<file path="config.mk">
export PLATFORM = sky130hd
export DESIGN_NAME = ifetch_buffer_flat
export DESIGN_NICKNAME = d
export VERILOG_FILES = /design/src/rtl/ifetch_buffer_if.sv /design/src/rtl/ifetch_buffer.sv /design/src/flat_wrapper.sv
export SDC_FILE = /design/constraint.sdc
export NUM_CORES = 1
export LEC_CHECK = 0
export CORE_MARGIN = 2
export CORE_UTILIZATION = 30
export CTS_CLUSTER_DIAMETER = 100
export DETAILED_ROUTE_END_ITERATION = 16
export GPL_TIMING_DRIVEN = 0
export PLACE_DENSITY_LB_ADDON = 0.3
export SLEW_MARGIN = 20
export SYNTH_ARGS = -nofsm -noshare
export SYNTH_HDL_FRONTEND = slang
export SYNTH_SLANG_ARGS = --single-unit
</file>
<file path="constraint.sdc">
create_clock -name clk -period 4.4 [get_ports clk]
set_input_delay 0.44 -clock clk [delete_from_list [all_inputs] [get_ports clk]]
set_output_delay 0.44 -clock clk [all_outputs]
set_load 0.01 [all_outputs]
</file>
<file path="src/rtl/ifetch_buffer_if.sv">
// rtl/ifetch_buffer_if.sv - fetch-buffer bus: redirect, instruction-memory and cpu-side signals
interface ifetch_buffer_if #(
    parameter int DEPTH = 4
);
    logic                     redirect_valid;
    logic [31:0]              redirect_pc;
    logic                     mem_req;
    logic [31:0]              mem_addr;
    logic                     mem_gnt;
    logic                     mem_rvalid;
    logic [31:0]              mem_rdata;
    logic                     inst_valid;
    logic [31:0]              inst_data;
    logic [31:0]              inst_pc;
    logic                     inst_ready;
    logic [$clog2(DEPTH):0]   fifo_count;

    modport slave (
        input  redirect_valid, redirect_pc, mem_gnt, mem_rvalid, mem_rdata, inst_ready,
        output mem_req, mem_addr, inst_valid, inst_data, inst_pc, fifo_count
    );

    modport master (
        output redirect_valid, redirect_pc, mem_gnt, mem_rvalid, mem_rdata, inst_ready,
        input  mem_req, mem_addr, inst_valid, inst_data, inst_pc, fifo_count
    );
endinterface

</file>
<file path="src/rtl/ifetch_buffer.sv">
// rtl/ifetch_buffer.sv - instruction prefetch FIFO with in-order memory responses and redirect flush
module ifetch_buffer #(
    parameter int          DEPTH    = 4,
    parameter logic [31:0] RESET_PC = 32'h0000_0000
) (
    input  logic           clk,
    input  logic           rst_n,
    ifetch_buffer_if.slave bus
);
    localparam int              AW      = $clog2(DEPTH);
    localparam int              CW      = AW + 1;
    localparam logic [CW:0]     DEPTH_S = (CW + 1)'(DEPTH);
    localparam logic [CW-1:0]   ONE     = CW'(1);
    localparam logic [AW-1:0]   PTR_ONE = AW'(1);

    logic [31:0]   fetch_pc_q, fetch_pc_d;
    logic [31:0]   resp_pc_q, resp_pc_d;
    logic [AW-1:0] rd_ptr_q, rd_ptr_d;
    logic [AW-1:0] wr_ptr_q, wr_ptr_d;
    logic [CW-1:0] count_q, count_d;
    logic [CW-1:0] outst_q, outst_d;
    logic [CW-1:0] discard_q, discard_d;

    logic [31:0]   data_mem [DEPTH];
    logic [31:0]   pc_mem   [DEPTH];

    logic          mem_req_w;
    logic          rsp_kept;
    logic          accept;
    logic          pop;
    logic          push;
    logic [CW:0]   occupancy;
    logic [CW-1:0] outst_after_rsp;
    logic [31:0]   redirect_target;

    // Slots already promised to in-flight requests count as occupied.
    assign occupancy       = {1'b0, count_q} + {1'b0, outst_q};
    assign mem_req_w       = !bus.redirect_valid && (occupancy < DEPTH_S);
    assign rsp_kept        = bus.mem_rvalid && (outst_q != '0);
    assign accept          = mem_req_w && bus.mem_gnt;
    assign pop             = (count_q != '0) && bus.inst_ready;
    assign outst_after_rsp = rsp_kept ? (outst_q - ONE) : outst_q;
    assign redirect_target = bus.redirect_pc & ~32'h0000_0003;

    always_comb begin
        fetch_pc_d = fetch_pc_q;
        resp_pc_d  = resp_pc_q;
        rd_ptr_d   = rd_ptr_q;
        wr_ptr_d   = wr_ptr_q;
        count_d    = count_q;
        outst_d    = outst_q;
        discard_d  = discard_q;
        push       = 1'b0;

        if (bus.redirect_valid) begin
            // Everything still in flight after this cycle's response is stale.
            fetch_pc_d = redirect_target;
            resp_pc_d  = redirect_target;
            rd_ptr_d   = '0;
            wr_ptr_d   = '0;
            count_d    = '0;
            outst_d    = outst_after_rsp;
            discard_d  = outst_after_rsp;
        end else begin
            outst_d = accept ? (outst_after_rsp + ONE) : outst_after_rsp;
            if (accept) begin
                fetch_pc_d = fetch_pc_q + 32'd4;
            end
            if (rsp_kept) begin
                if (discard_q != '0) begin
                    discard_d = discard_q - ONE;
                end else begin
                    push = 1'b1;
                end
            end
            if (push) begin
                wr_ptr_d  = wr_ptr_q + PTR_ONE;
                resp_pc_d = resp_pc_q + 32'd4;
            end
            if (pop) begin
                rd_ptr_d = rd_ptr_q + PTR_ONE;
            end
            case ({push, pop})
                2'b10:   count_d = count_q + ONE;
                2'b01:   count_d = count_q - ONE;
                default: count_d = count_q;
            endcase
        end
    end

    always_ff @(posedge clk or negedge rst_n) begin
        if (!rst_n) begin
            fetch_pc_q <= RESET_PC;
            resp_pc_q  <= RESET_PC;
            rd_ptr_q   <= '0;
            wr_ptr_q   <= '0;
            count_q    <= '0;
            outst_q    <= '0;
            discard_q  <= '0;
        end else begin
            fetch_pc_q <= fetch_pc_d;
            resp_pc_q  <= resp_pc_d;
            rd_ptr_q   <= rd_ptr_d;
            wr_ptr_q   <= wr_ptr_d;
            count_q    <= count_d;
            outst_q    <= outst_d;
            discard_q  <= discard_d;
        end
    end

    // Payload storage carries no reset; validity is tracked by count_q alone.
    always_ff @(posedge clk) begin
        if (push) begin
            data_mem[wr_ptr_q] <= bus.mem_rdata;
            pc_mem[wr_ptr_q]   <= resp_pc_q;
        end
    end

    assign bus.mem_req    = mem_req_w;
    assign bus.mem_addr   = fetch_pc_q;
    assign bus.inst_valid = (count_q != '0);
    assign bus.inst_data  = data_mem[rd_ptr_q];
    assign bus.inst_pc    = pc_mem[rd_ptr_q];
    assign bus.fifo_count = count_q;
endmodule

</file>
<file path="src/flat_wrapper.sv">
// flat-port wrapper written by rule: the top's interface ports become plain ports
module ifetch_buffer_flat 
#(
    parameter int          DEPTH    = 4,
    parameter logic [31:0] RESET_PC = 32'h0000_0000
)
  (clk, rst_n, bus_redirect_valid, bus_redirect_pc, bus_mem_gnt, bus_mem_rvalid, bus_mem_rdata, bus_inst_ready, bus_mem_req, bus_mem_addr, bus_inst_valid, bus_inst_data, bus_inst_pc, bus_fifo_count);
  ifetch_buffer_if #(.DEPTH(DEPTH)) bus_i ();
  input  logic clk;
  input  logic rst_n;
  input wire logic [$bits(bus_i.redirect_valid)-1:0] bus_redirect_valid;
  input wire logic [$bits(bus_i.redirect_pc)-1:0] bus_redirect_pc;
  input wire logic [$bits(bus_i.mem_gnt)-1:0] bus_mem_gnt;
  input wire logic [$bits(bus_i.mem_rvalid)-1:0] bus_mem_rvalid;
  input wire logic [$bits(bus_i.mem_rdata)-1:0] bus_mem_rdata;
  input wire logic [$bits(bus_i.inst_ready)-1:0] bus_inst_ready;
  output wire logic [$bits(bus_i.mem_req)-1:0] bus_mem_req;
  output wire logic [$bits(bus_i.mem_addr)-1:0] bus_mem_addr;
  output wire logic [$bits(bus_i.inst_valid)-1:0] bus_inst_valid;
  output wire logic [$bits(bus_i.inst_data)-1:0] bus_inst_data;
  output wire logic [$bits(bus_i.inst_pc)-1:0] bus_inst_pc;
  output wire logic [$bits(bus_i.fifo_count)-1:0] bus_fifo_count;
  assign bus_i.redirect_valid = bus_redirect_valid;
  assign bus_i.redirect_pc = bus_redirect_pc;
  assign bus_i.mem_gnt = bus_mem_gnt;
  assign bus_i.mem_rvalid = bus_mem_rvalid;
  assign bus_i.mem_rdata = bus_mem_rdata;
  assign bus_i.inst_ready = bus_inst_ready;
  assign bus_mem_req = bus_i.mem_req;
  assign bus_mem_addr = bus_i.mem_addr;
  assign bus_inst_valid = bus_i.inst_valid;
  assign bus_inst_data = bus_i.inst_data;
  assign bus_inst_pc = bus_i.inst_pc;
  assign bus_fifo_count = bus_i.fifo_count;
  ifetch_buffer #(.DEPTH(DEPTH), .RESET_PC(RESET_PC)) u_core (.clk(clk), .rst_n(rst_n), .bus(bus_i));
endmodule
</file>
==> impl_metrics.tcl, run 1 <==
set metrics [dict create \
    dpl.hpwl_um 23400 \
    grt_antenna_before_repair 1 \
    reg_clk_slew_reported_paths_ns 0.06 \
    timing.max_slew.rel_slack_pct 39.1 \
    clk-insertion-delay-late_ns 0.54 \
    share_of_the_yosys_chip_area_belonging_to_registers_pct 68.5 \
    timing.critical_path.from "u_core.rd_ptr_q[0]" \
    worst_clock_skew_ns 0.0311 \
    met1_length_um 16000 \
    finalCriticalPeriod_ns 3.73 \
    num_io_pins 171 \
    drt_pre_antenna_iters 5 \
    hold-worst-slack_ns 0.398 \
    max_clock_freq_ghz 0.268 \
    die_x_um 217 \
    clock_tree.buffer_depth 3 \
    r2r-start "u_core.outst_q[0]" \
    power-per-cell-area_mw_per_mm2 514 \
    layout_setup_ws_ns 0.671 \
    final_nets 1146 \
    synthDominantCellAreaShare_pct 55.0 \
    vias 8490 \
    core-area_mm2 0.0444 \
    finalSetupViolations 0 \
    route.detailed.drc 0 \
    grt_first_pass_wirelength_um 53200 \
    layout_worst_path_cycle_share_pct 84.7 \
    met3RoutedLength_um 2300 \
    worstSetupEndpointType "output port" \
    post_syn_area_mm2 0.0135 \
    gp_routability_congestion 0.849 \
    grt.overflow.total 0 \
    areaGrowthSynthToFinish_pct 27.3 \
    yosys_register_bits 321 \
    syn-mean-instance-area_um2 15.9 \
    critPathArrivalTime_ns 3.29 \
    synthDominantAreaCellType "sky130_fd_sc_hd__edfxtp_1" \
    viasPerCell 5.05 \
    cp_max_fo 10 \
    outcome "completed" \
    synth.most_common_cell "sky130_fd_sc_hd__edfxtp_1" \
    rrSetupSlack_ns 1.11 \
    die_area_mm2 0.0469 \
    cap_viol_max_count 0 \
    worst_ep_required_time_ns 3.96 \
    floorplan.rows 77 \
    grt_start_max_net_pins 42 \
    routed_wl_um 34700 \
    synthFlopType "sky130_fd_sc_hd__edfxtp_1" \
    cts.repair.resized 0 \
    tritoncts.num_buffers 37 \
    post_drt_wl_per_cell_um 20.6 \
    synth_common_cells "248 x sky130_fd_sc_hd__edfxtp_1, 73 x sky130_fd_sc_hd__dfrtp_1, 62 x sky130_fd_sc_hd__mux4_2" \
    clkSinkCount 321 \
    leakage_nw 5.63 \
    wl_met2_um 15700 \
    syn-instance-count 851 \
    cts_tree "yes" \
    post_route_cells_drive_above_1_share_pct 14.3 \
    root_buffer "sky130_fd_sc_hd__clkbuf_16" \
    yosys-top-cells-area "sky130_fd_sc_hd__edfxtp_1 55%, sky130_fd_sc_hd__dfrtp_1 13%, sky130_fd_sc_hd__mux4_2 10%" \
    htree_levels 2 \
    timing.final.hold_violations 0 \
    floorplan.initialDensity_pct 30.5 \
    buffer_ports.inserted 163 \
    cts_post_setup_buffers_inserted 0 \
    first_global_vias 8615 \
    critical_setup_path_class "flop to output port" \
    vdd_drop_max_uv 282 \
    hold_class "primary input to asynchronous set/reset pin" \
    rr_endpoint "u_core.data_mem[2][12]" \
    pre_cts_slack_ns 1.02 \
    detail_route.iter0.violations 596 \
    synth_warnings 0 \
    rr_worst_depth 8 \
    grt_setup_unrepaired "false" \
    gr-usage-all-layers_pct 14.9 \
    synth-async-reset-ratio_pct 22.7 \
    final-max-slew-violation-count 0 \
    synth-edff-count 248 \
    drt.antenna.violating_nets 0 \
    synth_cell_types 55 \
    top_signal_layer_used "met4" \
    cp_startpoint_kind "flop" \
    worst-slew-pin-transition_ns 0.914 \
    chipHeight_um 217 \
]
## worst max path at each step
stage | endpoint | slack, ns | cells past startpoint
finish | bus_inst_pc[29] | 0.67 | 4
global route | bus_inst_pc[29] | 0.35 | 4
CTS | bus_inst_pc[29] | 0.45 | 4
detailed placement | u_core.data_mem[1][22] | 1.02 | 6
global placement | u_core.data_mem[1][25] | -0.99 | 5
floorplan | u_core.data_mem[0][0] | 0.78 | 7
## final cells by class
cell class                 instances  area [µm²]
antenna                            1        2.50
buffer                            49         208
clock buffer                      49        1020
clock inverter                    16         143
fill                            4129       27200
inverter                          17        63.8
multi-input combinational        467        4030
sequential                       321        9270
tap                              592         741
timing repair buffer             169        1750
## power breakdown
| group | switching (mW) | internal (mW) |
|---|---|---|
| Clock | 1.22 | 1.76 |
| Sequential | 0.203 | 3.47 |
| Combinational | 1.07 | 1.16 |
| Total | 2.49 | 6.38 |
## critical path, cell delays in order (launching register included)
cell                              delay, ns
sky130_fd_sc_hd__dfrtp_1               0.31
sky130_fd_sc_hd__clkbuf_1              0.54
sky130_fd_sc_hd__buf_1                 0.75
sky130_fd_sc_hd__mux4_2                0.65
sky130_fd_sc_hd__clkdlybuf4s50_1       0.50
## per-layer routing
metal,GRT usage [%],vias to the layer above
met5,0,-
met4,3.58,0
met3,3.75,41
met2,23.2,299
met1,20.9,4296
li1,-,3854
## cells in the final DEF, fill, tap and decap left out, types with 7 or more instances in the layout
cell                              synthesis  final
sky130_fd_sc_hd__clkbuf_16                0     39
sky130_fd_sc_hd__and3_1                  17     13
sky130_fd_sc_hd__buf_2                    7      7
sky130_fd_sc_hd__or4_1                   22     22
sky130_fd_sc_hd__or3_1                    8      8
sky130_fd_sc_hd__clkdlybuf4s50_1          0    162
sky130_fd_sc_hd__o31ai_1                 17     17
sky130_fd_sc_hd__nor2_1                  46     46
sky130_fd_sc_hd__buf_1                    7      7
sky130_fd_sc_hd__edfxtp_1               248    248
sky130_fd_sc_hd__nand2_1                 37     37
sky130_fd_sc_hd__nand4_1                 22     22
sky130_fd_sc_hd__and4_1                  11     11
sky130_fd_sc_hd__nor4_1                  17     17
sky130_fd_sc_hd__inv_1                   17     17
sky130_fd_sc_hd__ha_1                    13     13
sky130_fd_sc_hd__a211oi_1                13     13
sky130_fd_sc_hd__mux4_2                  62     62
sky130_fd_sc_hd__a21oi_1                 13     13
sky130_fd_sc_hd__dfrtp_1                 73     73
sky130_fd_sc_hd__mux2_2                   8      8
sky130_fd_sc_hd__xor2_1                   8      8
sky130_fd_sc_hd__o21ai_0                 13     13
sky130_fd_sc_hd__nor3_1                  19     19
sky130_fd_sc_hd__a31oi_1                 24     24
sky130_fd_sc_hd__xnor2_1                 12     12
sky130_fd_sc_hd__clkbuf_1                31     40
sky130_fd_sc_hd__nand3_1                 26     26
## cells by family (layout without fill, tap and decap cells)
group | after synthesis | count (layout) | synth area share (%)
flip-flops | 321 | 321 | 68.5
adder cells (fa/ha/maj) | 14 | 14 | 1.35
AO/OA/AOI/OAI | 105 | 105 | 5.32
other | 1 | 5 | 0.0277
multiplexers | 72 | 72 | 11.1
buffers and inverters | 66 | 300 | 2.00
XOR/XNOR | 20 | 20 | 1.29
AND/OR/NAND/NOR | 252 | 252 | 10.4
## sequential cells by signal, summed over array words and instances, names as in the netlist
register	count
u_core.bus.fifo_count	3
u_core.bus.mem_addr	30
u_core.discard_q	3
u_core.pc_mem	120
u_core.data_mem	128
u_core.rd_ptr_q	2
u_core.outst_q	3
u_core.resp_pc_q	30
u_core.wr_ptr_q	2
## timing repair
action,CTS,global route
hold buffers,1,0
endpoints found under the hold margin,32,0
endpoints found under the setup margin,0,0
## through the flow
step	power, mW	util, %	std cells	setup TNS, ns	area, µm²
after floorplan	4.93	-	854	0	13600
after global placement	5.96	35.9	1609	-239.01	15900
after detailed placement	5.99	36.2	1614	0	16100
after CTS	9.00	38.8	1680	0	17200
after global routing	9.29	38.8	1680	0	17200
final	8.87	38.8	1681	0	17200
(Power assumes the default switching activity.)
==> inputs of run 2 (changes only) <==
- clock period: 4.4 -> 3.4 ns (I/O delays scaled with it)
==> impl_metrics.tcl, run 2 (synthesized netlist as in run 1, its figures left out) <==
set metrics [dict create \
    switchingPower_mw 3.18 \
    critical_setup_path_class "flop to output port" \
    p_seq_share_pct 41.5 \
    dpl.hpwl_um 23200 \
    grt_first_pass_wirelength_um 52500 \
    outcome "completed" \
    grt_start_max_net_pins 46 \
    post_drt_wl_per_cell_um 20.7 \
    wl_met2_um 16300 \
    clock_tree.buffer_depth 3 \
    placed_area_mm2 0.0161 \
    buffer_ports.inserted 163 \
    post_route_cells_drive_above_1_share_pct 15.2 \
    worst-slew-pin-transition_ns 0.786 \
    largest_register_ff_count 128 \
    netSwitchingFraction_pct 27.6 \
    power_frac_comb_pct 24.8 \
    detail_route.iter0.violations 539 \
    clk-insertion-delay-late_ns 0.53 \
    die_area_mm2 0.0469 \
    reg_clk_slew_reported_paths_ns 0.06 \
    cts_tree "yes" \
    core-area_mm2 0.0444 \
    worst_ep_required_time_ns 3.06 \
    top_signal_layer_used "met4" \
    tritoncts.num_buffers 36 \
    critPathArrivalTime_ns 2.89 \
    viasPerCell 5.06 \
    drt.antenna.violating_nets 0 \
    num_io_pins 171 \
    cp_startpoint_kind "flop" \
    grt_antenna_before_repair 0 \
    vias 8482 \
    totalPowerFinal_mw 11.5 \
    power-per-cell-area_mw_per_mm2 665 \
    grt.overflow.total 0 \
    worstSetupEndpointType "output port" \
    antenna_cells_inserted 0 \
    first_global_vias 8599 \
    floorplan.initialDensity_pct 30.5 \
    clkSinkCount 321 \
    final-max-slew-violation-count 0 \
    timing.max_slew.rel_slack_pct 47.6 \
    chipHeight_um 217 \
    floorplan.rows 77 \
    drt_pre_antenna_iters 5 \
    fill_cells 4191 \
    final_cell_mix "248 x sky130_fd_sc_hd__edfxtp_1, 162 x sky130_fd_sc_hd__clkdlybuf4s50_1, 73 x sky130_fd_sc_hd__dfrtp_1" \
    die_x_um 217 \
    met1_length_um 15800 \
    gp_routability_congestion 0.823 \
    layout_worst_path_cycle_share_pct 95.0 \
    route.detailed.drc 0 \
    most_frequent_standard_cell_in_the_layout_excluding_fill_and_tap_cells "sky130_fd_sc_hd__edfxtp_1" \
    regMostFlops "u_core.data_mem" \
    areaGrowthSynthToFinish_pct 27.6 \
    grt_setup_unrepaired "false" \
    finalSetupViolations 0 \
    final_nets 1147 \
    leakage_nw 5.67 \
    layout_setup_ws_ns 0.171 \
    htree_levels 2 \
    power.internal_mw 8.31 \
    pre_cts_slack_ns 0.113 \
    power.share.clock_pct 33.6 \
    cp_max_fo 10 \
    met3RoutedLength_um 2060 \
    gr-usage-all-layers_pct 14.7 \
    cap_viol_max_count 0 \
    root_buffer "sky130_fd_sc_hd__clkbuf_16" \
    hold-worst-slack_ns 0.297 \
    post-route-cell-area_mm2 0.0173 \
    vdd_drop_max_uv 310 \
    hold_class "primary input to asynchronous set/reset pin" \
    layout_top_registers "u_core.data_mem x128, u_core.pc_mem x120" \
    worst_clock_skew_ns 0.0201 \
    timing.final.hold_violations 0 \
    finalCriticalPeriod_ns 3.23 \
    max_clock_freq_ghz 0.310 \
    routed_wl_um 34800 \
]
==> run 2: layout make-up <==
class	instances	area (µm²)	share of cell area, %
clock inverters	13	163	0.941
repair buffers	169	1750	10.1
flip-flops and latches	321	9270	53.7
plain buffers	48	216	1.25
multi-input cells	470	4060	23.5
well taps	592	741	4.29
inverters	17	63.8	0.369
clock buffers	47	1010	5.87
==> run 2: critical path, stage by stage (launching register included) <==
cell	delay [ns]
sky130_fd_sc_hd__dfrtp_1	0.32
sky130_fd_sc_hd__clkbuf_1	0.53
sky130_fd_sc_hd__buf_1	0.54
sky130_fd_sc_hd__mux4_2	0.39
sky130_fd_sc_hd__clkdlybuf4s50_1	0.57
==> run 2: stage by stage <==
step	util (%)	TNS (ns)	cells
final	38.9	0	1677
after global routing	38.9	0	1677
after CTS	38.9	0	1674
after detailed placement	36.2	0	1614
after global placement	35.9	-198.46	1609
after floorplan	-	0	854
==> run 2: final timing paths <==
check / startpoint / end / slack [ns] / cells after the start
setup / recovery: u_core.rd_ptr_q[1] / bus_inst_pc[12] / 0.17 / 4
hold / removal: rst_n / u_core.bus.mem_addr[28] / 0.30 / 2
setup reg to reg: u_core.outst_q[0] / u_core.bus.fifo_count[2] / 0.28 / 11
hold reg to reg: u_core.wr_ptr_q[0] / u_core.wr_ptr_q[0] / 0.58 / 2
max in group asynchronous: rst_n / u_core.bus.mem_addr[4] / 2.50 / 3
min in group clk: bus_mem_rdata[19] / u_core.data_mem[0][19] / 0.44 / 1
==> run 2: metal layers <==
metal / track usage (%) / vias to the layer above
li1: - / 3857
met1: 20.4 / 4295
met2: 23.2 / 279
met3: 3.40 / 51
met4: 3.58 / 0
met5: 0 / -
==> run 2: repair_timing <==
item / in CTS / in global routing
resized for setup: 3 / 6
pin swaps: 0 / 3
cloned: 0 / 3
hold endpoints to repair: 30 / 0
hold buffers: 1 / 0
setup buffers: 0 / 0
setup endpoints to repair: 50 / 131
==> run 2: power groups by stage <==
| stage | sequential, mW | clock [mW] | combinational [mW] |
|---|---|---|---|
| final | 4.77 | 3.86 | 2.85 |
| after global routing | 4.81 | 4.09 | 3.11 |
| after CTS | 4.77 | 3.97 | 2.92 |
| after detailed placement | 4.82 | 0 | 2.93 |
| after global placement | 4.81 | 0 | 2.90 |
| after floorplan | 4.76 | 0 | 1.62 |
